## config.mk

```make
export PLATFORM = sky130hd
export DESIGN_NAME = dcache_axi_bridge_flat
export DESIGN_NICKNAME = d
export VERILOG_FILES = /design/src/rtl/dcache_axi_bridge_if.sv /design/src/rtl/dcache_axi_bridge.sv /design/src/flat_wrapper.sv
export SDC_FILE = /design/constraint.sdc
export NUM_CORES = 1
export LEC_CHECK = 0
export BUFFER_PORTS_ARGS = -buffer_cell sky130_fd_sc_hd__clkbuf_2
export CORE_MARGIN = 1.5
export CORE_UTILIZATION = 57
export DETAILED_ROUTE_END_ITERATION = 10
export PLACE_DENSITY = 0.87
export SLEW_MARGIN = 20
export SYNTH_ARGS = -nofsm -noshare
export SYNTH_HDL_FRONTEND = slang
export SYNTH_SLANG_ARGS = --single-unit
```

## constraint.sdc

```tcl
create_clock -name clk -period 5.6 [get_ports clk]
set_input_delay 0.84 -clock clk [delete_from_list [all_inputs] [get_ports clk]]
set_output_delay 0.84 -clock clk [all_outputs]
set_load 0.005 [all_outputs]
```

## src/rtl/dcache_axi_bridge_if.sv

```systemverilog
// Memory-side AXI4 channels used by the dcache line bridge.
// The master modport belongs to the bridge; the slave modport belongs to the interconnect/memory.
interface dcache_axi_bridge_if;
  logic [63:0] awaddr;
  logic [7:0]  awlen;
  logic [2:0]  awsize;
  logic [1:0]  awburst;
  logic        awvalid;
  logic        awready;
  logic [63:0] wdata;
  logic [7:0]  wstrb;
  logic        wlast;
  logic        wvalid;
  logic        wready;
  logic [1:0]  bresp;
  logic        bvalid;
  logic        bready;
  logic [63:0] araddr;
  logic [7:0]  arlen;
  logic [2:0]  arsize;
  logic [1:0]  arburst;
  logic        arvalid;
  logic        arready;
  logic [63:0] rdata;
  logic [1:0]  rresp;
  logic        rlast;
  logic        rvalid;
  logic        rready;

  modport master (
    output awaddr, awlen, awsize, awburst, awvalid, input awready,
    output wdata, wstrb, wlast, wvalid, input wready,
    input  bresp, bvalid, output bready,
    output araddr, arlen, arsize, arburst, arvalid, input arready,
    input  rdata, rresp, rlast, rvalid, output rready
  );

  modport slave (
    input  awaddr, awlen, awsize, awburst, awvalid, output awready,
    input  wdata, wstrb, wlast, wvalid, output wready,
    output bresp, bvalid, input bready,
    input  araddr, arlen, arsize, arburst, arvalid, output arready,
    output rdata, rresp, rlast, rvalid, input rready
  );
endinterface

```

## src/rtl/dcache_axi_bridge.sv

```systemverilog
// Dcache-side AXI4 master: one 8-beat line refill or dirty-line writeback at a time,
// staged through an 8-entry line buffer shared by both directions.
module dcache_axi_bridge #(
  parameter int BEATS = 8
) (
  input  logic        clk,
  input  logic        rst,
  input  logic        axi_req,
  input  logic        axi_rw,
  input  logic [63:0] axi_req_addr,
  input  logic [63:0] axi_fifo_data_i,
  input  logic        axi_fifo_wen,
  input  logic [8:0]  axi_fifo_idx,
  input  logic        axi_fifo_done,
  output logic        axi_done,
  output logic [63:0] axi_data_o,
  output logic        axi_err,
  dcache_axi_bridge_if.master axi
);

  typedef enum logic [2:0] {
    IDLE    = 3'd0,
    WR_ADDR = 3'd1,
    WR_DATA = 3'd2,
    WR_RESP = 3'd3,
    RD_ADDR = 3'd4,
    RD_DATA = 3'd5,
    DONE    = 3'd6
  } state_t;

  localparam logic [2:0] LAST_BEAT = 3'(BEATS - 1);

  state_t      state_r;
  logic [63:0] line_buf_r [BEATS];
  logic [63:0] addr_r;
  logic        rw_r;
  logic [2:0]  wp_r;
  logic [2:0]  bc_r;
  logic        err_r;
  logic        done_r;
  logic        awvalid_r;
  logic        wvalid_r;
  logic        wlast_r;
  logic [63:0] wdata_r;
  logic        bready_r;
  logic        arvalid_r;
  logic        rready_r;
  logic        done_exit_s;
  logic        rd_beat_s;
  logic        push_s;
  logic [2:0]  rd_idx_s;

  assign axi.awaddr  = addr_r;
  assign axi.awlen   = 8'(BEATS - 1);
  assign axi.awsize  = 3'd3;
  assign axi.awburst = 2'b01;
  assign axi.awvalid = awvalid_r;
  assign axi.wdata   = wdata_r;
  assign axi.wstrb   = 8'hFF;
  assign axi.wlast   = wlast_r;
  assign axi.wvalid  = wvalid_r;
  assign axi.bready  = bready_r;
  assign axi.araddr  = addr_r;
  assign axi.arlen   = 8'(BEATS - 1);
  assign axi.arsize  = 3'd3;
  assign axi.arburst = 2'b01;
  assign axi.arvalid = arvalid_r;
  assign axi.rready  = rready_r;
  assign axi_done    = done_r;
  assign axi_err     = err_r;

  // Decode of buffer write sources, DONE exit and the combinational drain index
  always_comb begin
    done_exit_s = axi_fifo_done || !axi_req || (axi_rw != rw_r);
    rd_beat_s   = (state_r == RD_DATA) && axi.rvalid && rready_r;
    push_s      = axi_fifo_wen && (state_r != RD_DATA);
    rd_idx_s    = 3'(axi_fifo_idx >> 6);
    axi_data_o  = line_buf_r[rd_idx_s];
  end

  // Line buffer storage; refill beats and cache pushes never target it in the same cycle
  always_ff @(posedge clk) begin
    if (rd_beat_s) begin
      line_buf_r[bc_r] <= axi.rdata;
    end else if (push_s) begin
      line_buf_r[wp_r] <= axi_fifo_data_i;
    end
  end

  // Writeback push pointer, rewound when the cache releases the finished line
  always_ff @(posedge clk or negedge rst) begin
    if (!rst) begin
      wp_r <= 3'd0;
    end else if ((state_r == DONE) && done_exit_s) begin
      wp_r <= 3'd0;
    end else if (push_s) begin
      wp_r <= wp_r + 3'd1;
    end
  end

  // Transaction FSM with all handshake outputs registered
  always_ff @(posedge clk or negedge rst) begin
    if (!rst) begin
      state_r   <= IDLE;
      addr_r    <= 64'd0;
      rw_r      <= 1'b0;
      bc_r      <= 3'd0;
      err_r     <= 1'b0;
      done_r    <= 1'b0;
      awvalid_r <= 1'b0;
      wvalid_r  <= 1'b0;
      wlast_r   <= 1'b0;
      wdata_r   <= 64'd0;
      bready_r  <= 1'b0;
      arvalid_r <= 1'b0;
      rready_r  <= 1'b0;
    end else begin
      case (state_r)
        IDLE: begin
          if (axi_req) begin
            addr_r <= axi_req_addr & ~64'h3F;
            rw_r   <= axi_rw;
            err_r  <= 1'b0;
            if (axi_rw) begin
              awvalid_r <= 1'b1;
              state_r   <= WR_ADDR;
            end else begin
              arvalid_r <= 1'b1;
              state_r   <= RD_ADDR;
            end
          end
        end
        WR_ADDR: begin
          if (axi.awready) begin
            awvalid_r <= 1'b0;
            wvalid_r  <= 1'b1;
            bc_r      <= 3'd0;
            wdata_r   <= line_buf_r[0];
            wlast_r   <= (LAST_BEAT == 3'd0);
            state_r   <= WR_DATA;
          end
        end
        WR_DATA: begin
          if (axi.wready) begin
            bc_r <= bc_r + 3'd1;
            if (wlast_r) begin
              wvalid_r <= 1'b0;
              wlast_r  <= 1'b0;
              bready_r <= 1'b1;
              state_r  <= WR_RESP;
            end else begin
              // Preload the next beat so payload only moves on an accepted beat
              wdata_r <= line_buf_r[bc_r + 3'd1];
              wlast_r <= ((bc_r + 3'd1) == LAST_BEAT);
            end
          end
        end
        WR_RESP: begin
          if (axi.bvalid) begin
            bready_r <= 1'b0;
            done_r   <= 1'b1;
            if (axi.bresp != 2'b00) begin
              err_r <= 1'b1;
            end
            state_r <= DONE;
          end
        end
        RD_ADDR: begin
          if (axi.arready) begin
            arvalid_r <= 1'b0;
            rready_r  <= 1'b1;
            bc_r      <= 3'd0;
            state_r   <= RD_DATA;
          end
        end
        RD_DATA: begin
          if (axi.rvalid) begin
            bc_r <= bc_r + 3'd1;
            if (axi.rresp != 2'b00) begin
              err_r <= 1'b1;
            end
            // A missing rlast still ends the line after the last buffer slot
            if (axi.rlast || (bc_r == LAST_BEAT)) begin
              rready_r <= 1'b0;
              done_r   <= 1'b1;
              state_r  <= DONE;
            end
          end
        end
        DONE: begin
          if (done_exit_s) begin
            done_r  <= 1'b0;
            state_r <= IDLE;
          end
        end
        default: begin
          state_r <= IDLE;
        end
      endcase
    end
  end

endmodule
```

## src/flat_wrapper.sv

```systemverilog
// flat-port wrapper written by rule: the top's interface ports become plain ports
module dcache_axi_bridge_flat 
#(
  parameter int BEATS = 8
)
  (clk, rst, axi_req, axi_rw, axi_req_addr, axi_fifo_data_i, axi_fifo_wen, axi_fifo_idx, axi_fifo_done, axi_done, axi_data_o, axi_err, axi_awaddr, axi_awlen, axi_awsize, axi_awburst, axi_awvalid, axi_awready, axi_wdata, axi_wstrb, axi_wlast, axi_wvalid, axi_wready, axi_bresp, axi_bvalid, axi_bready, axi_araddr, axi_arlen, axi_arsize, axi_arburst, axi_arvalid, axi_arready, axi_rdata, axi_rresp, axi_rlast, axi_rvalid, axi_rready);
  dcache_axi_bridge_if axi_i ();
  input  logic clk;
  input  logic rst;
  input  logic axi_req;
  input  logic axi_rw;
  input  logic [63:0] axi_req_addr;
  input  logic [63:0] axi_fifo_data_i;
  input  logic axi_fifo_wen;
  input  logic [8:0] axi_fifo_idx;
  input  logic axi_fifo_done;
  output logic axi_done;
  output logic [63:0] axi_data_o;
  output logic axi_err;
  output wire logic [$bits(axi_i.awaddr)-1:0] axi_awaddr;
  output wire logic [$bits(axi_i.awlen)-1:0] axi_awlen;
  output wire logic [$bits(axi_i.awsize)-1:0] axi_awsize;
  output wire logic [$bits(axi_i.awburst)-1:0] axi_awburst;
  output wire logic [$bits(axi_i.awvalid)-1:0] axi_awvalid;
  input wire logic [$bits(axi_i.awready)-1:0] axi_awready;
  output wire logic [$bits(axi_i.wdata)-1:0] axi_wdata;
  output wire logic [$bits(axi_i.wstrb)-1:0] axi_wstrb;
  output wire logic [$bits(axi_i.wlast)-1:0] axi_wlast;
  output wire logic [$bits(axi_i.wvalid)-1:0] axi_wvalid;
  input wire logic [$bits(axi_i.wready)-1:0] axi_wready;
  input wire logic [$bits(axi_i.bresp)-1:0] axi_bresp;
  input wire logic [$bits(axi_i.bvalid)-1:0] axi_bvalid;
  output wire logic [$bits(axi_i.bready)-1:0] axi_bready;
  output wire logic [$bits(axi_i.araddr)-1:0] axi_araddr;
  output wire logic [$bits(axi_i.arlen)-1:0] axi_arlen;
  output wire logic [$bits(axi_i.arsize)-1:0] axi_arsize;
  output wire logic [$bits(axi_i.arburst)-1:0] axi_arburst;
  output wire logic [$bits(axi_i.arvalid)-1:0] axi_arvalid;
  input wire logic [$bits(axi_i.arready)-1:0] axi_arready;
  input wire logic [$bits(axi_i.rdata)-1:0] axi_rdata;
  input wire logic [$bits(axi_i.rresp)-1:0] axi_rresp;
  input wire logic [$bits(axi_i.rlast)-1:0] axi_rlast;
  input wire logic [$bits(axi_i.rvalid)-1:0] axi_rvalid;
  output wire logic [$bits(axi_i.rready)-1:0] axi_rready;
  assign axi_awaddr = axi_i.awaddr;
  assign axi_awlen = axi_i.awlen;
  assign axi_awsize = axi_i.awsize;
  assign axi_awburst = axi_i.awburst;
  assign axi_awvalid = axi_i.awvalid;
  assign axi_i.awready = axi_awready;
  assign axi_wdata = axi_i.wdata;
  assign axi_wstrb = axi_i.wstrb;
  assign axi_wlast = axi_i.wlast;
  assign axi_wvalid = axi_i.wvalid;
  assign axi_i.wready = axi_wready;
  assign axi_i.bresp = axi_bresp;
  assign axi_i.bvalid = axi_bvalid;
  assign axi_bready = axi_i.bready;
  assign axi_araddr = axi_i.araddr;
  assign axi_arlen = axi_i.arlen;
  assign axi_arsize = axi_i.arsize;
  assign axi_arburst = axi_i.arburst;
  assign axi_arvalid = axi_i.arvalid;
  assign axi_i.arready = axi_arready;
  assign axi_i.rdata = axi_rdata;
  assign axi_i.rresp = axi_rresp;
  assign axi_i.rlast = axi_rlast;
  assign axi_i.rvalid = axi_rvalid;
  assign axi_rready = axi_i.rready;
  dcache_axi_bridge #(.BEATS(BEATS)) u_core (.clk(clk), .rst(rst), .axi_req(axi_req), .axi_rw(axi_rw), .axi_req_addr(axi_req_addr), .axi_fifo_data_i(axi_fifo_data_i), .axi_fifo_wen(axi_fifo_wen), .axi_fifo_idx(axi_fifo_idx), .axi_fifo_done(axi_fifo_done), .axi_done(axi_done), .axi_data_o(axi_data_o), .axi_err(axi_err), .axi(axi_i));
endmodule
```

==> flow_summary.yaml <==
synthesis:
  synth_area_leaders: "edfxtp_1, dfrtp_1, mux4_2"
  synth_top_area_cell: "edfxtp_1"
  yosys.area_share.simple: 0.03785
  synthArstFlopShare: 0.2147
  synth_top_family_by_area: "multiplexers"
  syn_area_um2: 30900
  synth_compound_area_frac: 0.05049
  synth_cells: 1976
  ys_ff_latch: 652
  synth-adder-area-share: 0.001619
  synth_top_flop_cell: "edfxtp_1"
  synth-xor-area-share: 0.0008502
  ys_seq_area_frac: 0.6109
  synth.avg_cell_area_um2: 15.64
  yosysWarnings: 0
  synth_edf_count: 512
  synth_top_area_frac: 0.4975
  yosysUniqueCellTypes: 45
  synth_mux_area_frac: 0.2484
cts:
  clock_latency_ps: 610
  cts_made_buffers: 67
  h-tree-depth: 3
  cts_root_buf: "clkbuf_16"
  cts_tree: "done"
  path_clk_slew_ps: 60
  cts_num_sinks: 652
  cts_resized: 0
  cts_hold_buffers: 0
  post_cts_buffers: 0
  clockBufferDepth: 3
pwr:
  p_switching_mw: 5.581
  p_comb_frac: 0.307
  ir_drop_v: 0.0003170
  power.density_nw_per_um2: 470.1
  p_int_mw: 11.10
  p_seq_frac: 0.431
  clockPowerShare: 0.263
  leakage_nw: 13.03
  switching_share: 0.3345
floorplan:
  fp.dieW_um: 235.9
  dieArea_um2: 55630
  start_util: 0.5754
  core_region_area_um2: 53710
  fp-row-count: 85
  chipHeight_um: 235.9
  ioPinCount: 515
drt:
  via_count: 20320
  avgViaCountPerCell: 6.563
  wirelength_um: 85150
  dr.first_iter.drc_count: 2470
  antenna_left: 0
  route.detailed.drc: 0
  routed_wire_length_per_instance_um: 27.50
  dr.pass1.iters: 6
timing:
  rsz0062_at_grt: "no"
  timing.final.ws_setup_ps: 1849
  setup_viol: 0
  finalClockSkew_ps: 24.71
  finalCriticalPeriod_ps: 3751
  setup_tns_ps: 0
  fmax_ghz: 0.2666
  slew_violations: 0
  max_slew_margin: 0.2409
  worst_pin_slew_ps: 1139
  final_hold_viol_count: 0
  fin_crit_sh: 0.6697
worst_setup_path:
  crit_buf_inv: 3
  timing.rr.start: "u_core.state_r[2]"
  critPathKind: "input pin to output port"
  slowest_stage: "clkbuf_8"
  r2r_cells: 6
  start_kind: "input pin"
  cpLargestDelayFamily: "buffers and inverters"
  cp_max_fo: 66
  cp.required_ps: 4760
  crit_chain: "clkbuf_8, buf_4, mux4_2, mux2_2, clkbuf_2"
  r2r_slack_ps: 1850
  slowest_delay_ps: 640
  r2r_end: "u_core.line_buf_r[3][35]"
  endpoint_kind: "output port"
  critPathArrivalTime_ps: 2910
min_path:
  worst_hold_path_type: "input pin to async pin"
global_routing:
  grt_pass1_vias: 21000
  grt-ovfl-total: 0
  grt_max_degree: 151
  antenna_found_initial: 4
  grt_pass1_wl_um: 126500
  grtUsageTotal: 0.3062
placed_design:
  place.gp.congestion: 0.7988
  post_dp_cell_area_um2: 33300
  hpwlAfterDp_um: 49070
  dpl.cell_count: 2970
  dp_slack_ps: 1816
  io_buffers: 456
layout:
  final_util: 0.6608
  finalNonFillerCells: 3096
  synthToLayoutAreaGrowth_pct: 14.84
  final_area_um2: 35490
  finalNetCount: 2565
  drive_above_1_share: 0.3881
job:
  max_cap_viol_count: 0
outcome:
  status: "finished clean"
-- flip-flops by register name, summed over array words and instances (netlist names), 3 cells and up --
name / count
u_core.wp_r: 3
u_core.bc_r: 3
u_core.line_buf_r: 512
u_core.axi.wdata: 64
u_core.state_r: 3
u_core.axi.araddr: 58
-- routing by layer --
metal  vias up  routed length (µm)  GRT usage
met5         -                   0          0
met1     10260               29410     0.3667
li1       8374                   -          -
met3       251                8397    0.06167
met2      1433               43630     0.5303
met4         0                3711     0.1500
-- Yosys cell counts, types with 2 or more instances --
cell type	number
xor2_1	2
buf_4	129
mux2i_1	263
nand4_1	2
conb_1	2
dfrtp_1	140
nand3_1	68
clkbuf_1	37
nor2b_1	10
inv_1	6
nand3b_1	3
a31oi_1	67
a22oi_1	129
buf_2	54
buf_1	15
o21ai_0	8
edfxtp_1	512
a21oi_1	9
buf_6	7
nor2_1	83
mux2_2	188
o32a_1	2
nand2_1	81
mux4_2	128
and2_1	2
nor3_1	2
mux2_1	4
ha_1	4
nor4b_1	3
-- cell families after synthesis --
group           after synthesis
fa+ha+maj                     4
simple gates                261
mux                         583
flops                       652
xor+xnor                      3
other cells                   2
buf+inv                     248
compound gates              223
-- layout by cell type (no fill, tap or decap), drive strengths merged, types with 3 or more instances in the layout --
cell / count
clkbuf: 549
a21oi: 9
ha: 4
nand2: 81
buf: 44
nor2: 83
a22oi: 129
mux4: 128
bufinv: 3
inv: 7
nand3b: 3
o21ai: 9
nand3: 68
nor4b: 3
a31oi: 67
mux2: 192
mux2i: 263
dfrtp: 140
edfxtp: 512
clkinv: 22
conb: 46
nor2b: 10
-- power by group through the flow --
| stage | combinational, mW | clock, mW | sequential, mW |
|---|---|---|---|
| 2_1_floorplan | 3.43 | 0 | 7.02 |
| 3_3_place_gp | 4.86 | 0 | 7.13 |
| 3_5_place_dp | 5.02 | 0 | 7.23 |
| 4_1_cts | 5.07 | 4.43 | 7.16 |
| 5_1_grt | 5.44 | 4.62 | 7.27 |
| 6_report | 5.12 | 4.38 | 7.19 |
-- cell type report --
cell class,instances,area (µm²)
sequential,652,18880
fill,3544,18220
multi-input combinational,1120,10780
timing repair buffer,497,2779
clock buffer,96,1909
tap,696,870.8
clock inverter,28,250.2
inverter,6,22.52
antenna,1,2.502
-- how the worst max path moves through the flow --
stage	slack [ps]	end	from	cells past startpoint
after floorplan	840	u_core.line_buf_r[6][0]	axi_fifo_wen	4
after global placement	1830	axi_data_o[30]	axi_fifo_idx[7]	5
after detailed placement	1820	axi_data_o[27]	axi_fifo_idx[7]	5
after CTS	1780	axi_data_o[27]	axi_fifo_idx[7]	5
after global routing	1590	u_core.line_buf_r[5][52]	u_core.state_r[2]	6
final	1850	axi_data_o[27]	axi_fifo_idx[7]	5
-- per-stage QoR --
step | power (mW) | hold slack, ps
2_1_floorplan | 10.44 | 473.5
3_5_place_dp | 12.25 | 481.8
3_3_place_gp | 11.99 | 466.5
6_report | 16.69 | 159.9
5_1_grt | 17.33 | 173.9
4_1_cts | 16.66 | 140.5
(Power assumes the default switching activity.)
